===== src/rtl/mem_bridge.sv =====
`default_nettype none
// ============================================================================
// mem_bridge : core read/write strobes to req/ack external memory, with timeout
// Revision   : 1.0
// ============================================================================
module mem_bridge #(
   parameter int ADDR_WIDTH = 16,
   parameter int DATA_WIDTH = 16,
   parameter int TIMEOUT    = 15,
   parameter int TO_WIDTH   = 4
) (
   input  logic                  clk,
   input  logic                  rst,
   input  logic                  rd_req,
   input  logic                  wr_req,
   input  logic [ADDR_WIDTH-1:0] req_addr,
   input  logic [DATA_WIDTH-1:0] req_wdata,
   output logic                  stall,
   output logic [DATA_WIDTH-1:0] rdata,
   output logic                  done,
   output logic                  err,
   output logic                  err_sticky,
   input  logic                  err_clr,
   output logic                  ext_req,
   output logic                  ext_we,
   output logic [ADDR_WIDTH-1:0] ext_addr,
   output logic [DATA_WIDTH-1:0] ext_wdata,
   input  logic                  ext_ack,
   input  logic [DATA_WIDTH-1:0] ext_rdata
);

   typedef enum logic [0:0] {
      S_IDLE   = 1'b0,
      S_ACCESS = 1'b1
   } state_t;

   localparam logic [TO_WIDTH-1:0] c_CNT_LAST = TO_WIDTH'(TIMEOUT - 1);

   state_t                state_q;
   logic                  ext_req_q;
   logic                  ext_we_q;
   logic [ADDR_WIDTH-1:0] ext_addr_q;
   logic [DATA_WIDTH-1:0] ext_wdata_q;
   logic [DATA_WIDTH-1:0] rdata_q;
   logic                  done_q;
   logic                  err_q;
   logic                  err_sticky_q;
   logic [TO_WIDTH-1:0]   cnt_q;

   logic                  w_req_any;
   logic                  w_req_valid;

   assign w_req_any   = rd_req | wr_req;
   assign w_req_valid = (rd_req ^ wr_req) & ~req_addr[0];

   // Stall is forced low during reset so the controller is released at once.
   assign stall = ~rst & ((state_q == S_ACCESS) | ((state_q == S_IDLE) & w_req_valid));

   always_ff @(posedge clk or posedge rst) begin
      if (rst) begin
         state_q      <= S_IDLE;
         ext_req_q    <= 1'b0;
         ext_we_q     <= 1'b0;
         ext_addr_q   <= '0;
         ext_wdata_q  <= '0;
         rdata_q      <= '0;
         done_q       <= 1'b0;
         err_q        <= 1'b0;
         err_sticky_q <= 1'b0;
         cnt_q        <= '0;
      end else begin
         done_q <= 1'b0;
         err_q  <= 1'b0;
         if (err_clr) begin
            err_sticky_q <= 1'b0;
         end
         case (state_q)
            S_IDLE: begin
               if (w_req_valid) begin
                  ext_addr_q  <= req_addr;
                  ext_wdata_q <= req_wdata;
                  ext_we_q    <= wr_req;
                  ext_req_q   <= 1'b1;
                  cnt_q       <= '0;
                  state_q     <= S_ACCESS;
               end else if (w_req_any) begin
                  // Later assignment lets a new error win over err_clr.
                  err_q        <= 1'b1;
                  err_sticky_q <= 1'b1;
               end
            end
            S_ACCESS: begin
               if (ext_ack) begin
                  ext_req_q <= 1'b0;
                  done_q    <= 1'b1;
                  state_q   <= S_IDLE;
                  if (!ext_we_q) begin
                     rdata_q <= ext_rdata;
                  end
               end else if (cnt_q == c_CNT_LAST) begin
                  ext_req_q    <= 1'b0;
                  err_q        <= 1'b1;
                  err_sticky_q <= 1'b1;
                  state_q      <= S_IDLE;
               end else begin
                  cnt_q <= cnt_q + TO_WIDTH'(1);
               end
            end
            default: begin
               state_q   <= S_IDLE;
               ext_req_q <= 1'b0;
            end
         endcase
      end
   end

   assign rdata      = rdata_q;
   assign done       = done_q;
   assign err        = err_q;
   assign err_sticky = err_sticky_q;
   assign ext_req    = ext_req_q;
   assign ext_we     = ext_we_q;
   assign ext_addr   = ext_addr_q;
   assign ext_wdata  = ext_wdata_q;

endmodule
`default_nettype wire

===== config.mk =====
export PLATFORM = sky130hd
export DESIGN_NAME = mem_bridge
export DESIGN_NICKNAME = d
export VERILOG_FILES = /design/src/rtl/mem_bridge.sv
export SDC_FILE = /design/constraint.sdc
export NUM_CORES = 1
export LEC_CHECK = 0
export CORE_MARGIN = 4
export CORE_UTILIZATION = 38
export DETAILED_ROUTE_END_ITERATION = 6
export PLACE_DENSITY = 0.78
export SLEW_MARGIN = 25
export SYNTH_ARGS = -nofsm -noshare
export SYNTH_HDL_FRONTEND = slang
export SYNTH_SLANG_ARGS = --single-unit
export TNS_END_PERCENT = 100

===== constraint.sdc =====
create_clock -name clk -period 1.9 [get_ports clk]
set_clock_uncertainty 0.15 [all_clocks]
set_input_delay 0.19 -clock clk [delete_from_list [all_inputs] [get_ports clk]]
set_output_delay 0.19 -clock clk [all_outputs]
set_load 0.02 [all_outputs]

## After elaboration in Yosys (flattened, before gate mapping)

Cells that the tools add are included.

- Word-level logic and storage cells: 55
- Bits in latches: 0
- RAM bits: 0
- Flip-flop bits (word level): 58
- Bits of input ports: 54
- Bits in read-only memories: 0
- Output and inout bits: 54
- Memories kept: 0

- Shifts and indexed selects: 0
- Add/subtract/negate cells: 1
- Equality and inequality tests: 5
- Muxes and demuxes: 25
- Bitwise operators: 10
- Multipliers: 0
- Order comparisons: 0
- Div/mod/pow operators: 0
- Reductions and logical operators: 4

Operators with widths:

| kind | number |
|---|---|
| $mux W1 | 17 |
| $mux W4 | 3 |
| $pmux W1 S2 | 4 |
| $pmux W4 S2 | 1 |
| $ne A2 B2 Y1 const B | 3 |
| $reduce_and A3 Y1 | 2 |
| $add A4 B1 Y4 const B | 1 |
| $eq A4 B4 Y1 const B | 1 |
| $not A1 Y1 | 4 |
| $reduce_and A2 Y1 | 2 |
| $and A1 B1 Y1 | 3 |
| $ne A3 B2 Y1 const B | 1 |
| $or A1 B1 Y1 | 2 |
| $xor A1 B1 Y1 | 1 |

## Depth between registers and ports, before layout

Gate-level depths: netlist of run 1.

- Depth in word-level cells: 5
- Depth in mapped cells: 7
- Depth with buffers taken out: 5

## Worst setup path before layout of run 1

Ideal clock, no wire load.

- Kind: input to register
- From: input wr_req
- To: register ext_wdata_q[10] (netlist: ext_wdata[10])
- Setup slack: 0.213 ns
- Stages: 6
- Library setup time: 0.125 ns
- Data arrival time: 1.412 ns
- Required time: 1.625 ns
- Path buffers: 2
- Cell sequence: inv_1 > ha_1 > or3b_4 > buf_6 > buf_6 > mux2_4

- Word-level cells in the longest chain between the ends: 3

Ends and longest elaborated chain:

| item | line | RTL |
|---|---|---|
| start, declared | 15 | `input logic wr_req,` |
| $xor A1 B1 Y1 | 54 | `assign w_req_valid = (rd_req ^ wr_req) & ~req_addr[0];` |
| $and A1 B1 Y1 | 54 |  |
| $reduce_and A2 Y1 (no line) | - |  |
| end signal, assigned | 81 | `ext_wdata_q <= req_wdata;` |
| end, declared | 43 | `logic [DATA_WIDTH-1:0] ext_wdata_q;` |

Every way passes these cells.
A chain may end at the register's enable or synchronous reset.

## Final worst setup path of run 1

Ends and elaborated chain as after synthesis.

==> summary.txt, run 1 <==
Worst hold path
  – Worst hold path type: primary input to asynchronous set/reset pin

CTS
  – CTS tree: done
  – Deepest clock path buffer count: 2
  – Root buffer cell: clkbuf_8
  – Clock latency on the worst-skew pair: 320 ps
  – Clock slew at reported path FFs: 70 ps
  – Post-CTS setup buffer count: 0
  – Clock tree sinks: 58
  – Total CTS buffers: 9
  – H-Tree Depth: 3

Placed design
  – Final RePlAce weighted congestion: 0.717
  – Port bufs: 107
  – Post-DP HPWL: 3620 um
  – Placed Cells: 333
  – Area after DPL: 3500 um^2
  – Pre-CTS setup slack: -359 ps

Detailed routing
  – DRC violations left: 0
  – WL final: 4860 um
  – Vias per cell: 4.60
  – TritonRoute pass-1 iters: 3
  – DR WL/cell: 13.9 um
  – Via Count: 1605
  – Starting DRC count in detailed routing: 41
  – Routed Antenna Nets: 0

Synth
  – Post-Synthesis Cells: 151
  – Post-synth EDFFs: 0
  – Flops & latches, synth: 58
  – Synth area leader: dfrtp_1
  – Synth top area share: 0.634
  – Async SR Flop Fraction: 1.00
  – Synth area leaders: dfrtp_1 63%, mux2_2 23%, ha_1 1.6%
  – Syn avg cell area: 15.2 um^2
  – Post-Syn Nets: 208
  – Synth Flop Type: dfrtp_1
  – Most frequent cell after synthesis: dfrtp_1
  – Syn Std Cell Area: 2290 um^2
  – Synth unique cells: 23
  – Seq/Total Area, Yosys: 0.634
  – Number of synthesis warnings: 0
  – Top post-synthesis cells by count: 58 x dfrtp_1, 46 x mux2_2, 6 x inv_1, 6 x nand2_1

Global routing
  – Initial antenna violation count: 0
  – GRT Total Usage: 0.139
  – Vias in the first global route: 1733
  – Largest net degree at the start of global routing: 40
  – First-pass GRT wire length: 7960 um
  – Grt ovf: 0

STA
  – Total negative slack: 0 ps
  – Final worst slack: 62.0 ps
  – Slew @ Worst Pin: 425 ps
  – Worst slew margin: 0.716
  – Setup violators final: 0
  – Worst hold slack: 61.8 ps
  – Final-report max-slew violation count: 0
  – Achievable clock frequency: 544 MHz
  – Final Hold Vio Count: 0
  – Unrepaired setup endpoints after global routing: no
  – Period utilisation layout: 0.967
  – Fin crit period: 1840 ps

Critical path
  – Worst Path Required: 1950 ps
  – Worst-path maximum fanout: 39
  – Crit-path cells: clkdlybuf4s50_1 > inv_1 > ha_1 > or3b_4 > buf_12 > mux2_4
  – Slowest CP cell: clkdlybuf4s50_1
  – Worst Path Arrival: 1890 ps
  – CP startpoint kind: primary input
  – Worst Setup End Kind: register
  – Max stage delay on crit path: 460 ps
  – Critical path class: primary input to register

Final layout
  – Synth-to-layout area growth: 62.4%
  – Ant diodes: 0
  – Share of layout cells above drive strength 1: 0.266
  – Final instance count without filler cells: 349
  – Final Instance Area: 3720 um^2
  – Final #Nets: 326

Floorplanning
  – Number of I/O pins: 108
  – Starting Density: 0.389
  – FP Rows: 28
  – Die height: 85.6 um
  – Die ar.: 7330 um^2
  – Core Footprint: 5890 um^2
  – Die Wd: 85.6 um

Pwr
  – LEAKAGE: 1.62 nW
  – VDD IR max: 0.681 mV
  – Pwr/cell area: 1350 nW/um^2

Flow run
  – Total of max-cap violations: 0

Run status
  – Outcome: finished clean
placed cells by master, fill, tap and decap left out, types with 2 or more instances in the layout:
master and instances:
dfrtp_1 58, buf_12 4, nand2_1 6, mux2i_1 2
o21ai_0 2, clkdlybuf4s50_1 106, and2_1 3, nand2b_1 2
clkinv_2 2, clkbuf_8 10, buf_4 2, ha_1 3
mux2_2 46, nor2_1 3, nand3_1 2, mux2_4 2
bufinv_16 2, inv_1 5
metal layers:
metal	vias up	GRT usage	part of all wire
met2	69	0.219	0.47
met5	-	0	0
met4	0	0.0604	0.013
li1	754	-	-
met3	8	0.0596	0.11
met1	774	0.165	0.41
power by group:
| group | internal, mW | switching (mW) |
|---|---|---|
| Combinational | 1.09 | 0.860 |
| Clock | 0.770 | 0.467 |
| Sequential | 1.64 | 0.208 |
layout make-up:
class	count	area, um^2
fill	460	2170
sequential	58	1450
timing repair buffer	113	1160
multi-input combinational	81	768
clock buffer	11	141
tap	75	93.8
clock inverter	5	77.6
inverter	6	22.5
sequential cells by signal, summed over array words and instances, names as in the netlist:
signal      cells
cnt_q           4
rdata          16
ext_we          1
ext_wdata      16
ext_addr       16
state_q         1
done            1
err             1
ext_req         1
err_sticky      1
cells by family (layout without fill, tap and decap cells):
logic type      count (synthesis)  count (layout)  synth area share
simple gates                   21              21            0.0492
fa+ha+maj                       3               3            0.0164
compound gates                  7               7            0.0208
buf+inv                        12             135            0.0312
flops                          58              58             0.634
mux                            50              50             0.248
per-stage QoR:
| step | utilization | total power [mW] |
|---|---|---|
| after floorplan | - | 2.83 |
| after global placement | 0.595 | 3.81 |
| after detailed placement | 0.595 | 3.86 |
| after CTS | 0.631 | 5.10 |
| after global routing | 0.631 | 5.32 |
| final | 0.631 | 5.04 |
worst max-delay path, delay by kind of cell:
kind	cells	cell delay [ps]
buffers and inverters	3	700
and+or+nand+nor	1	390
muxes	1	310
adders and majority gates	1	290
what timing repair did:
| item | 4_1_cts | 5_1_grt |
|---|---|---|
| endpoints found under the setup margin | 1 | 0 |
| resized for setup | 5 | 0 |
| hold buffers | 0 | 0 |
path summary, 6_finish.rpt:
| kind | cells after the start | startpoint | endpoint | slack (ps) |
|---|---|---|---|---|
| worst max-delay path | 6 | wr_req | ext_wdata[10] | 60 |
| worst min-delay path | 2 | rst | state_q | 60 |
| worst max register to register | 3 | state_q | ext_wdata[10] | 240 |
| worst min register to register | 1 | err_sticky | err_sticky | 330 |
| max in group asynchronous | 3 | rst | ext_wdata[6] | 1070 |
| min in group clk | 3 | err_clr | err_sticky | 310 |
(Power assumes the default switching activity.)
==> run 2, diff against run 1 <==
--- a/config.mk
+++ b/config.mk
@@ -7,6 +7,7 @@
 export LEC_CHECK = 0
 export CORE_MARGIN = 4
 export CORE_UTILIZATION = 38
+export CTS_CLUSTER_SIZE = 25
 export DETAILED_ROUTE_END_ITERATION = 6
 export PLACE_DENSITY = 0.78
 export SLEW_MARGIN = 25
==> results of run 2 <==
The final DEF is identical to that of run 1; final timing and power are the same.
==> run 3, diff against run 2 <==
--- a/config.mk
+++ b/config.mk
@@ -10,6 +10,7 @@
 export CTS_CLUSTER_SIZE = 25
 export DETAILED_ROUTE_END_ITERATION = 6
 export PLACE_DENSITY = 0.78
+export REMOVE_ABC_BUFFERS = 1
 export SLEW_MARGIN = 25
 export SYNTH_ARGS = -nofsm -noshare
 export SYNTH_HDL_FRONTEND = slang
==> run 3 against run 2 <==
  * Via count rose by 1.3%
  * First-iteration DRC count is 9.8% lower
  * Wire length is 0.47% higher
  * Sequential share of layout area is 0.053 points lower
  * Critical path type unchanged
  * Largest cell class unchanged
==> summary.txt, run 3 (synthesis gave the netlist of run 1 again) <==
Placed design
  – Port bufs: 107 (unchanged)
  – Placed Cells: 334 (+0.30%)
  – Pre-CTS setup slack: -352 ps (+6.89 ps)
  – Final RePlAce weighted congestion: 0.756 (+5.5%)
  – Post-DP HPWL: 3770 um (+4.2%)

Detailed routing
  – Via Count: 1626 (+1.3%)
  – DRC violations left: 0 (unchanged)
  – Routed Antenna Nets: 0 (unchanged)
  – TritonRoute pass-1 iters: 4 (+1)
  – Starting DRC count in detailed routing: 37 (-9.8%)
  – DR WL/cell: 14.0 um (+0.47%)
  – Vias per cell: 4.66 (+1.3%)
  – WL final: 4880 um (+0.47%)

Final layout
  – Most frequent cells in the layout: 106 x clkdlybuf4s50_1, 58 x dfrtp_1, 46 x mux2_2
  – Multi-input logic area: 768 um^2 (unchanged)
  – Ant diodes: 0 (unchanged)
  – Most common cell after layout, fill and taps aside: clkdlybuf4s50_1
  – Reg area: 1450 um^2 (unchanged)
  – Filler Cell Count: 457 (-0.65%)
  – Synth-to-layout area growth: 62.6%
  – Final #Nets: 327 (+0.31%)
  – Share of layout cells above drive strength 1: 0.266 (unchanged)
  – Final instance count without filler cells: 349 (unchanged)
  – Final Util: 0.632 (+0.000850)

CTS
  – Post-CTS Hold Buffers: 0 (unchanged)
  – Deepest clock path buffer count: 2 (unchanged)
  – H-Tree Depth: 3 (unchanged)
  – Clock tree sinks: 58 (unchanged)
  – Total CTS buffers: 9 (unchanged)
  – Root buffer cell: clkbuf_8
  – Clock latency on the worst-skew pair: 310 ps (about the same)
  – CTS tree: done
  – Clock slew at reported path FFs: 60 ps (about the same)

Global routing
  – Grt ovf: 0 (unchanged)
  – First-pass GRT wire length: 8220 um (+3.2%)
  – Initial antenna violation count: 0 (unchanged)
  – GRT Total Usage: 0.144 (+0.00539)
  – Vias in the first global route: 1764 (+1.8%)
  – Largest net degree at the start of global routing: 25 (-38%)

STA
  – Final-report max-slew violation count: 0 (unchanged)
  – Achievable clock frequency: 554 MHz (+1.7%)
  – Worst slew margin: 0.711 (-0.00510)
  – Final Hold Vio Count: 0 (unchanged)
  – Final worst slack: 93.5 ps (+31.6 ps)
  – Unrepaired setup endpoints after global routing: no
  – Total negative slack: 0 ps (unchanged)
  – Period utilisation layout: 0.951 (-0.0166)
  – Slew @ Worst Pin: 433 ps (+7.64 ps)
  – Fin crit period: 1810 ps (-31.6 ps)
  – Worst hold slack: 91.2 ps (+29.4 ps)
  – Setup violators final: 0 (unchanged)

Pwr
  – LEAKAGE: 1.63 nW (+0.40%)
  – VDD IR max: 0.706 mV (+3.7%)
  – Pwr/cell area: 1330 nW/um^2 (-1.8%)

Critical path
  – Crit path to: ext_wdata[10]
  – Worst Setup End Kind: register
  – Worst Path Required: 1960 ps (about the same)
  – Setup crit start: wr_req
  – CP startpoint kind: primary input
  – Worst reg2reg path startpoint: state_q
  – Worst-path maximum fanout: 24 (-38%)
  – Worst flop-to-flop path endpoint: ext_wdata[10]
  – Worst Reg-to-Reg Cells: 3 (unchanged)
  – R2R setup slack: 260 ps (+20 ps)
  – Critical path class: primary input to register
  – Worst Path Arrival: 1860 ps (-30 ps)

Floorplanning
  – Starting Density: 0.389 (unchanged)
  – Die ar.: 7330 um^2 (unchanged)
  – Number of I/O pins: 108 (unchanged)
  – FP Rows: 28 (unchanged)
  – Die height: 85.6 um (unchanged)
  – Core Footprint: 5890 um^2 (unchanged)
  – Die Wd: 85.6 um (unchanged)

Run status
  – Outcome: finished clean

Flow run
  – Total of max-cap violations: 0 (unchanged)

Worst hold path
  – Worst hold path type: primary input to asynchronous set/reset pin
## run 3: cell count changes in the layout (fill, tap and decap cells not counted), sizes merged
cell	previous run	this run
clkinv	2	1
bufinv	2	1
buf	7	8
clkinvlp	1	0
clkbuf	11	13
## run 3: what timing repair did
action                                 CTS  global route
setup endpoints to repair                1             1
setup buffers                            0             0
gates resized for setup                  3             2
endpoints found under the hold margin    0             0
## run 3: worst min-delay path by stage
stage | endpoint | depth (start not counted)
floorplan | ext_wdata[10] | 1
global placement | err_sticky | 1
detailed placement | ext_addr[0] | 1
CTS | ext_addr[0] | 2
global route | ext_wdata[7] | 2
finish | ext_wdata[8] | 2
## run 3: critical path, cell delays in order
cell,delay [ps]
clkdlybuf4s50_1,450
inv_1,50
ha_1,280
or3b_4,410
buf_12,180
mux2_4,290
## run 3: routing by layer
metal  track usage  wire, um  vias to the layer above
met5             0         0                        -
met4        0.0647        58                        0
met3        0.0768       536                        9
met2         0.220      2300                       75
met1         0.168      1980                      782
li1              -         -                      760
## run 3: final cells by class
class,instances,area share
clock inverters,2,0.00941
well taps,75,0.0252
inverters,6,0.00605
flip-flops and latches,58,0.390
repair buffers,114,0.317
clock buffers,13,0.0454
multi-input cells,81,0.206
## run 3: power by group
part | internal (mW) | total (mW) | switching, mW
sequential | 1.64 | 1.86 | 0.216
clock | 0.704 | 1.14 | 0.432
combinational | 1.10 | 1.96 | 0.859
## run 3: metrics by stage
stage | power [mW] | instance area (um^2)
6_report | 4.95 | 3720
5_1_grt | 5.26 | 3720
4_1_cts | 5.04 | 3720
3_5_place_dp | 3.87 | 3520
3_3_place_gp | 3.82 | 3520
2_1_floorplan | 2.82 | 2240
